File: src/rtl/sprite_write_shadow.sv
// Coalescing shadow of the CPU's sprite attribute writes; dirty entries are
// replayed in ascending index order at the start of vertical blank.
module sprite_write_shadow #(
  parameter int VBLANK_ROW  = 272,
  parameter int NUM_ENTRIES = 33
) (
  input  logic        clk,
  input  logic        rst,
  input  logic [8:0]  row,
  input  logic [9:0]  col,
  input  logic        cpu_wr_en,
  input  logic [15:0] cpu_addr,
  input  logic [7:0]  cpu_din,
  output logic        spr_wr_en,
  output logic [15:0] spr_addr,
  output logic [7:0]  spr_din,
  output logic        commit_busy,
  output logic        commit_done
);

  typedef enum logic {IDLE, SCAN} state_t;

  localparam logic [5:0] LAST_IDX = 6'(NUM_ENTRIES - 1);

  function automatic logic addr_hit(input logic [15:0] a);
    return (a[15:4] == 12'h4FF) || (a[15:4] == 12'h506) || (a == 16'h5003);
  endfunction

  function automatic logic [5:0] addr_to_idx(input logic [15:0] a);
    if (a[15:4] == 12'h4FF)      return {2'b00, a[3:0]};
    else if (a[15:4] == 12'h506) return {2'b01, a[3:0]};
    else                         return 6'd32;
  endfunction

  function automatic logic [15:0] idx_to_addr(input logic [5:0] i);
    if (i[5])      return 16'h5003;
    else if (i[4]) return {12'h506, i[3:0]};
    else           return {12'h4FF, i[3:0]};
  endfunction

  state_t                 state_q, state_d;
  logic [5:0]             idx_q, idx_d;
  logic [7:0]             shadow_q [NUM_ENTRIES];
  logic [7:0]             shadow_d [NUM_ENTRIES];
  logic [NUM_ENTRIES-1:0] dirty_q, dirty_d;
  logic                   trig_q, trig_d;
  logic                   spr_wr_en_q, spr_wr_en_d;
  logic [15:0]            spr_addr_q, spr_addr_d;
  logic [7:0]             spr_din_q, spr_din_d;
  logic                   commit_done_q, commit_done_d;

  logic       trig;
  logic       trig_rise;
  logic       wr_hit;
  logic [5:0] wr_idx;
  logic       bypass;

  assign trig      = (row == VBLANK_ROW[8:0]) && (col == 10'd0);
  assign trig_rise = trig && !trig_q;
  assign trig_d    = trig;
  assign wr_hit    = cpu_wr_en && addr_hit(cpu_addr);
  assign wr_idx    = addr_to_idx(cpu_addr);
  // A write landing on the entry being visited is forwarded straight out.
  assign bypass    = (state_q == SCAN) && wr_hit && (wr_idx == idx_q);

  always_comb begin
    state_d       = state_q;
    idx_d         = idx_q;
    shadow_d      = shadow_q;
    dirty_d       = dirty_q;
    spr_wr_en_d   = 1'b0;
    spr_addr_d    = spr_addr_q;
    spr_din_d     = spr_din_q;
    commit_done_d = 1'b0;

    if (wr_hit) begin
      shadow_d[wr_idx] = cpu_din;
      dirty_d[wr_idx]  = 1'b1;
    end

    case (state_q)
      IDLE: begin
        if (trig_rise) begin
          state_d = SCAN;
          idx_d   = 6'd0;
        end
      end
      SCAN: begin
        if (dirty_q[idx_q] || bypass) begin
          spr_wr_en_d = 1'b1;
          spr_addr_d  = idx_to_addr(idx_q);
          spr_din_d   = bypass ? cpu_din : shadow_q[idx_q];
        end
        // Clearing after capture also drops the dirty bit a bypassed write set.
        dirty_d[idx_q] = 1'b0;
        if (idx_q == LAST_IDX) begin
          state_d       = IDLE;
          idx_d         = 6'd0;
          commit_done_d = 1'b1;
        end else begin
          idx_d = idx_q + 6'd1;
        end
      end
      default: state_d = IDLE;
    endcase
  end

  always_ff @(posedge clk) begin
    if (rst) begin
      state_q       <= IDLE;
      idx_q         <= 6'd0;
      dirty_q       <= '0;
      trig_q        <= 1'b0;
      spr_wr_en_q   <= 1'b0;
      spr_addr_q    <= 16'h0000;
      spr_din_q     <= 8'h00;
      commit_done_q <= 1'b0;
      for (int i = 0; i < NUM_ENTRIES; i++) shadow_q[i] <= 8'h00;
    end else begin
      state_q       <= state_d;
      idx_q         <= idx_d;
      dirty_q       <= dirty_d;
      trig_q        <= trig_d;
      spr_wr_en_q   <= spr_wr_en_d;
      spr_addr_q    <= spr_addr_d;
      spr_din_q     <= spr_din_d;
      commit_done_q <= commit_done_d;
      shadow_q      <= shadow_d;
    end
  end

  assign spr_wr_en   = spr_wr_en_q;
  assign spr_addr    = spr_addr_q;
  assign spr_din     = spr_din_q;
  assign commit_busy = (state_q == SCAN);
  assign commit_done = commit_done_q;

endmodule

File: config.mk
export PLATFORM = sky130hd
export DESIGN_NAME = sprite_write_shadow
export DESIGN_NICKNAME = d
export VERILOG_FILES = /design/src/rtl/sprite_write_shadow.sv
export SDC_FILE = /design/constraint.sdc
export NUM_CORES = 1
export LEC_CHECK = 0
export CORE_MARGIN = 3
export CORE_UTILIZATION = 35
export DETAILED_ROUTE_END_ITERATION = 16
export GPL_TIMING_DRIVEN = 1
export PLACE_DENSITY_LB_ADDON = 0.1
export SYNTH_ARGS = -nofsm -noshare
export SYNTH_HDL_FRONTEND = slang
export SYNTH_SLANG_ARGS = --single-unit
File: constraint.sdc
create_clock -name clk -period 2.03 [get_ports clk]
set_input_delay 0.203 -clock clk [delete_from_list [all_inputs] [get_ports clk]]
set_output_delay 0.203 -clock clk [all_outputs]
set_load 0.03 [all_outputs]
# Word-level counts from Yosys, hierarchy flattened
# Index checks and enable logic that the tools add are counted.
dict set report classes {
  reduce_logical 15
  bitwise_logic 6
  n_eq_ne 7
  order_cmp 7
  muxes 27
  add_sub_neg 1
}
# cell count
set op_table {}
lappend op_table {{bitwise mux 264 bit} 1}
lappend op_table {{two-way mux 33 bit} 2}
lappend op_table {{binary-select mux 8 bit (select 6 bit)} 1}
lappend op_table {{demux 8 bit (select 6 bit)} 1}
lappend op_table {{bitwise AND 33 bit} 1}
lappend op_table {{inverter 33 bit} 1}
lappend op_table {{bitwise OR 33 bit} 1}
lappend op_table {{two-way mux 8 bit} 4}
lappend op_table {{two-way mux 13 bit} 2}
lappend op_table {{== test 12 x 11 -> 1 bit (second input constant)} 2}
lappend op_table {{two-way mux 6 bit} 4}
lappend op_table {{== test 16 x 15 -> 1 bit (second input constant)} 1}
lappend op_table {{>= comparator 7 bit (second input constant)} 2}
lappend op_table {{less-than comparator 6 x 7 -> 1 bit (second input constant)} 2}
lappend op_table {{inverter 6 -> 7 bit} 2}
lappend op_table {{demux 1 bit (select 6 bit)} 2}
lappend op_table {{>= comparator 6 x 1 -> 1 bit (second input constant)} 2}
lappend op_table {{case mux 6 bit (2 select lines)} 1}
lappend op_table {{logical NOT 10 bit} 1}
lappend op_table {{== test 9 bit (second input constant)} 1}
lappend op_table {{logical AND 1 bit} 8}
lappend op_table {{less-than comparator 7 x 1 -> 1 bit (second input constant)} 1}
lappend op_table {{two-way mux 1 bit} 7}
lappend op_table {{adder 6 x 1 -> 6 bit (second input constant)} 1}
lappend op_table {{10 further kinds} 12}
dict set report word_totals {
  inputBits 46
  output_inout_bits 27
  word_cells 104
  ff_bits 331
}

# Longest topological paths before layout
dict set report depth {
  depth_word 11
  ltp_mapped 11
}

# Least setup slack after synthesis
# OpenSTA, ideal clock, no wires.
dict set report synth_path {
  path_kind {flip-flop to flip-flop}
  startpoint {register idx_q[1]}
  endpoint {register spr_din_q[0] (netlist: spr_din[0])}
  path_stages_with_launch 11
  n_path_buf 4
  arrival_ns 2.030
  setup_ns 0.143
  path_slack_ns -0.143
  cell_sequence {dfxtp_1 > buf_4 > clkbuf_8 > clkbuf_8 > buf_2 > mux2i_1 > o22ai_1 > a221oi_1 > a21oi_1 > a2111oi_0 > o221ai_1}
}
dict set report synth_between {
  elab_chain_len 5
}
# item line_no
set synth_lines {}
lappend synth_lines {{start: declaration} 42} ;# logic [5:0] idx_q, idx_d;
lappend synth_lines {{start signal: assignment} 121} ;# idx_q <= idx_d;
lappend synth_lines {{inverter 6 -> 7 bit (not written as such)} 92} ;# spr_din_d = bypass ? cpu_din : shadow_q[idx_q];
lappend synth_lines {{binary-select mux 8 bit (select 6 bit)} 92}
lappend synth_lines {{two-way mux 8 bit (not written as such) (2 in series)} 92}
lappend synth_lines {{two-way mux 8 bit} 92}
lappend synth_lines {{end signal: assignment} 126} ;# spr_din_q <= spr_din_d;
lappend synth_lines {{end: declaration} 49} ;# logic [7:0] spr_din_q, spr_din_d;
# Several ways; a longest one is shown, not always the timed one. The select of a mux whose other input is x is not followed.
# A chain may end at the register's enable or synchronous reset.

# Worst setup path after layout
dict set report layout_path {
  startpoint {register idx_q[2]}
  endpoint {register spr_din_q[1] (netlist: spr_din[1])}
}
# Same word-level chain as after synthesis.

==> flow_summary.toml <==
[status]
status = "finished, violations left"
violations = "setup timing"

[clock_network]
cts_tree = "built"
cts_buffers = 38
htree_levels = 2
clk_pin_slew_worst_paths_ns = 0.06
cts.sinks = 323
root_buffer = "clkbuf_16"
insertion_delay_ns = 0.55
cts.path.max_buffers = 3

[sta]
tightest_slew_ns = 0.7513
fin_crit_ns = 2.429
max-slew-margin-rel = 0.4973
fin_setup_tns_ns = -4.339
timing.hold.ws_ns = 0.03452
setup_viol = 17
drv_slew = 0
rsz0062_at_grt = "true"
fin_crit_sh = 1.196
timing.fmax_mhz = 411.7
skew_ns = 0.01821
finalHoldViolCount = 0
layout_setup_ws_ns = -0.3988

[final_layout]
drive_gt1_frac = 0.2649
seq_area_um2 = 6477
antennaDiodeCount = 0
area_growth_pct = 39.49
multi_input_area_um2 = 7964
n_fill_cell = 3829
fin_nets = 2116

[floorplan]
dieArea_um2 = 43830
coreArea_um2 = 40280
start_util = 0.3594
rows = 73
die_w_um = 209.4
die_y_um = 209.4
ioPinCount = 73

[pwr]
finalPower_w = 0.01403
power_switching_w = 0.003086
peakVddDrop_v = 0.0005200
pwr-share-comb = 0.035
p_sw_frac = 0.2199
pwr_density_cell_nw_per_um2 = 694.9
clkPwrFrac = 0.514
p_leak_nw = 6.863
p_seq_frac = 0.451
cell_internal_pwr_w = 0.01095

[synth]
synth_seq_cells = 323
yosys_warnings = 0
synth_fa_ha_area_frac = 0.001729
netlist_area_um2 = 14480
avgSynthCellArea_um2 = 8.015
synth_xor_area_frac = 0.001210
synth_cell_types = 79
synth_edf_count = 0
synthArstFlopShare = 0
yosys-mux-area-fraction = 0.03155
synth_top_family_by_area = "simple AND/OR/NAND/NOR gates"
synthCells = 1806
synthSimpleGateAreaFrac = 0.2298
ys_seq_area_frac = 0.4467
synth_ff_type = "dfxtp_1"
synth_compound_area_frac = 0.2250

[routing]
drt_iter0_drc = 1394
drt-total-wl_mm = 59.23
drc = 0
vias = 14840
firstDrtPassIters = 5
vias_per_cell = 5.663
wire_per_inst_um = 22.61
detail-route-antenna-nets = 0

[worst_setup_path]
cp_slowest_cell = "dfxtp_4"
end_kind = "flop"
worst-endpoint-required_ns = 2.45
path_buf_inv = 4
critPathTopFamily = "simple AND/OR/NAND/NOR gates"
max_stage_delay_ns = 0.38
crit_path_start_kind = "flop"
cp_cell_sequence = "buf_6 > and3b_2 > buf_6 > buf_6 > buf_6 > a22oi_2 > nand4_1 > a22o_1 > nor4_4 > o221ai_1"
cp_max_fo = 7
path_class = "flop to flop"
crit_top_cell = "buf_6"
worstPathArrival_ns = 2.85

[global_routing]
grt_use_total = 0.2615
grt_antenna_before_repair = 0
grt.overflow.total = 0
grt_pass1_wl_mm = 89.14
grt_pass1_vias = 14200
grt_max_degree = 121

[place]
hpwl_mm = 40.20
port_buffers = 70
gp_congestion = 0.8699

[job]
maxCapViolCount = 0

[worst_hold_path]
hold_class = "input port to flop"
-- through the flow --
step | instance area (um2) | utilization | setup slack [ns] | cells
2_1_floorplan | 14520 | - | -0.07069 | 1807
3_3_place_gp | 17690 | 0.4392 | -0.7944 | 2528
3_5_place_dp | 17690 | 0.4392 | -0.8065 | 2528
4_1_cts | 19760 | 0.4906 | -0.4212 | 2609
5_1_grt | 20190 | 0.5013 | -0.4497 | 2620
6_report | 20190 | 0.5013 | -0.3988 | 2620
-- path summary, 6_finish.rpt --
kind / from / endpoint / slack (ns) / cells past startpoint
worst min-delay path: rst / spr_din[6] / 0.03 / 3
worst min register to register: shadow_q[183] / shadow_q[183] / 0.45 / 2
worst max register to register: idx_q[2] / spr_din[1] / -0.40 / 10
worst max-delay path: idx_q[2] / spr_din[1] / -0.40 / 10
-- power by group through the flow --
stage / registers, W / logic, W / clock network, W
4_1_cts: 0.00634 / 0.000481 / 0.00732
5_1_grt: 0.00633 / 0.000510 / 0.00758
3_5_place_dp: 0.00648 / 0.000465 / 0
2_1_floorplan: 0.00648 / 0.000215 / 0
6_report: 0.00633 / 0.000488 / 0.00721
3_3_place_gp: 0.00648 / 0.000465 / 0
-- flip-flops by register name (all words and copies together) (netlist names) --
register,flops
trig_q,1
spr_addr,8
shadow_q,264
commit_busy,1
dirty_q,33
spr_din,8
idx_q,6
spr_wr_en,1
commit_done,1
-- cell families after synthesis --
kind of cell / count (synthesis)
AOI/OAI and AO/OA: 505
xor gates and xnor gates: 2
adders and majority gates: 2
buffers and inverters: 190
DFF: 323
muxes: 38
other: 1
and+or+nand+nor: 745
-- worst register-to-register path, cell delays in order, from the launching register on --
cell and delay, ns:
dfxtp_4 0.38, buf_6 0.14, and3b_2 0.27, buf_6 0.15, buf_6 0.11, buf_6 0.13
a22oi_2 0.20, nand4_1 0.19, a22o_1 0.27, nor4_4 0.31, o221ai_1 0.16
-- Yosys cell counts (5+ instances only) --
cell | count | area [um2]
o21ai_0 | 9 | 45.04
a211oi_1 | 29 | 217.7
a22o_1 | 23 | 201.4
a31oi_1 | 20 | 125.1
clkbuf_8 | 8 | 110.1
mux2_2 | 10 | 112.6
buf_2 | 29 | 145.1
nor2_2 | 16 | 100.1
nor2_1 | 47 | 176.4
clkbuf_1 | 106 | 397.9
a22oi_1 | 59 | 442.9
mux4_2 | 5 | 112.6
o221ai_1 | 6 | 52.55
dfxtp_1 | 323 | 6466
nor4b_1 | 5 | 43.79
buf_4 | 14 | 105.1
nand2_1 | 441 | 1655
mux2i_1 | 22 | 220.2
inv_1 | 23 | 86.33
a221oi_1 | 41 | 359.1
and3_1 | 7 | 43.79
nand2b_1 | 9 | 56.30
nand3_1 | 156 | 780.8
nor3_1 | 15 | 75.07
a21oi_1 | 276 | 1381
nand4_1 | 8 | 50.05
o22ai_1 | 5 | 31.28
-- layer usage --
| layer | wire, um | vias up | share of wire | GRT usage |
|---|---|---|---|---|
| li1 | - | 6915 | - | - |
| met1 | 26860 | 7181 | 0.45 | 0.3756 |
| met2 | 25990 | 629 | 0.44 | 0.4067 |
| met3 | 4492 | 113 | 0.076 | 0.03572 |
| met4 | 1892 | 0 | 0.032 | 0.08406 |
| met5 | 0 | - | 0 | 0 |
-- placed cells by master, fill, tap and decap left out, types with 6 or more instances in the layout --
master           count
nor3_4               8
nor2_2              16
dfxtp_1            320
nand4_1              8
nand3_2              6
nor3_1               7
nand3_1            149
clkdlybuf4s50_1     65
nand2_1            428
nand2_2             11
buf_12              38
a221oi_2            16
a22oi_2             11
a221oi_1            21
buf_6               18
buf_4              252
nor2_4               7
buf_8                6
clkbuf_8            11
a21oi_2              7
nand2b_1             7
a21oi_1            267
a22o_1              23
a31oi_1             11
o21ai_0              7
mux2_2               8
inv_1               23
mux2i_1             20
a22oi_1             48
a31oi_2              6
clkbuf_16           41
nor2_1              40
a211oi_1            24
clkinv_2             6
-- timing repair --
action / 4_1_cts / 5_1_grt
setup endpoints to repair: 93 / 196
resized for setup: 129 / 70
hold buffers: 4 / 0
gates cloned: 0 / 1
setup buffers: 11 / 13
pin swaps: 32 / 38
hold endpoints to repair: 7 / 0
-- layout make-up --
class,instances,area share
clock buffers,57,0.05924
clock inverters,10,0.006382
inverters,24,0.004462
multi-input cells,1294,0.3944
flip-flops and latches,323,0.3208
well taps,525,0.03253
repair buffers,387,0.1822
No activity file was read; power rests on OpenSTA's default activity.
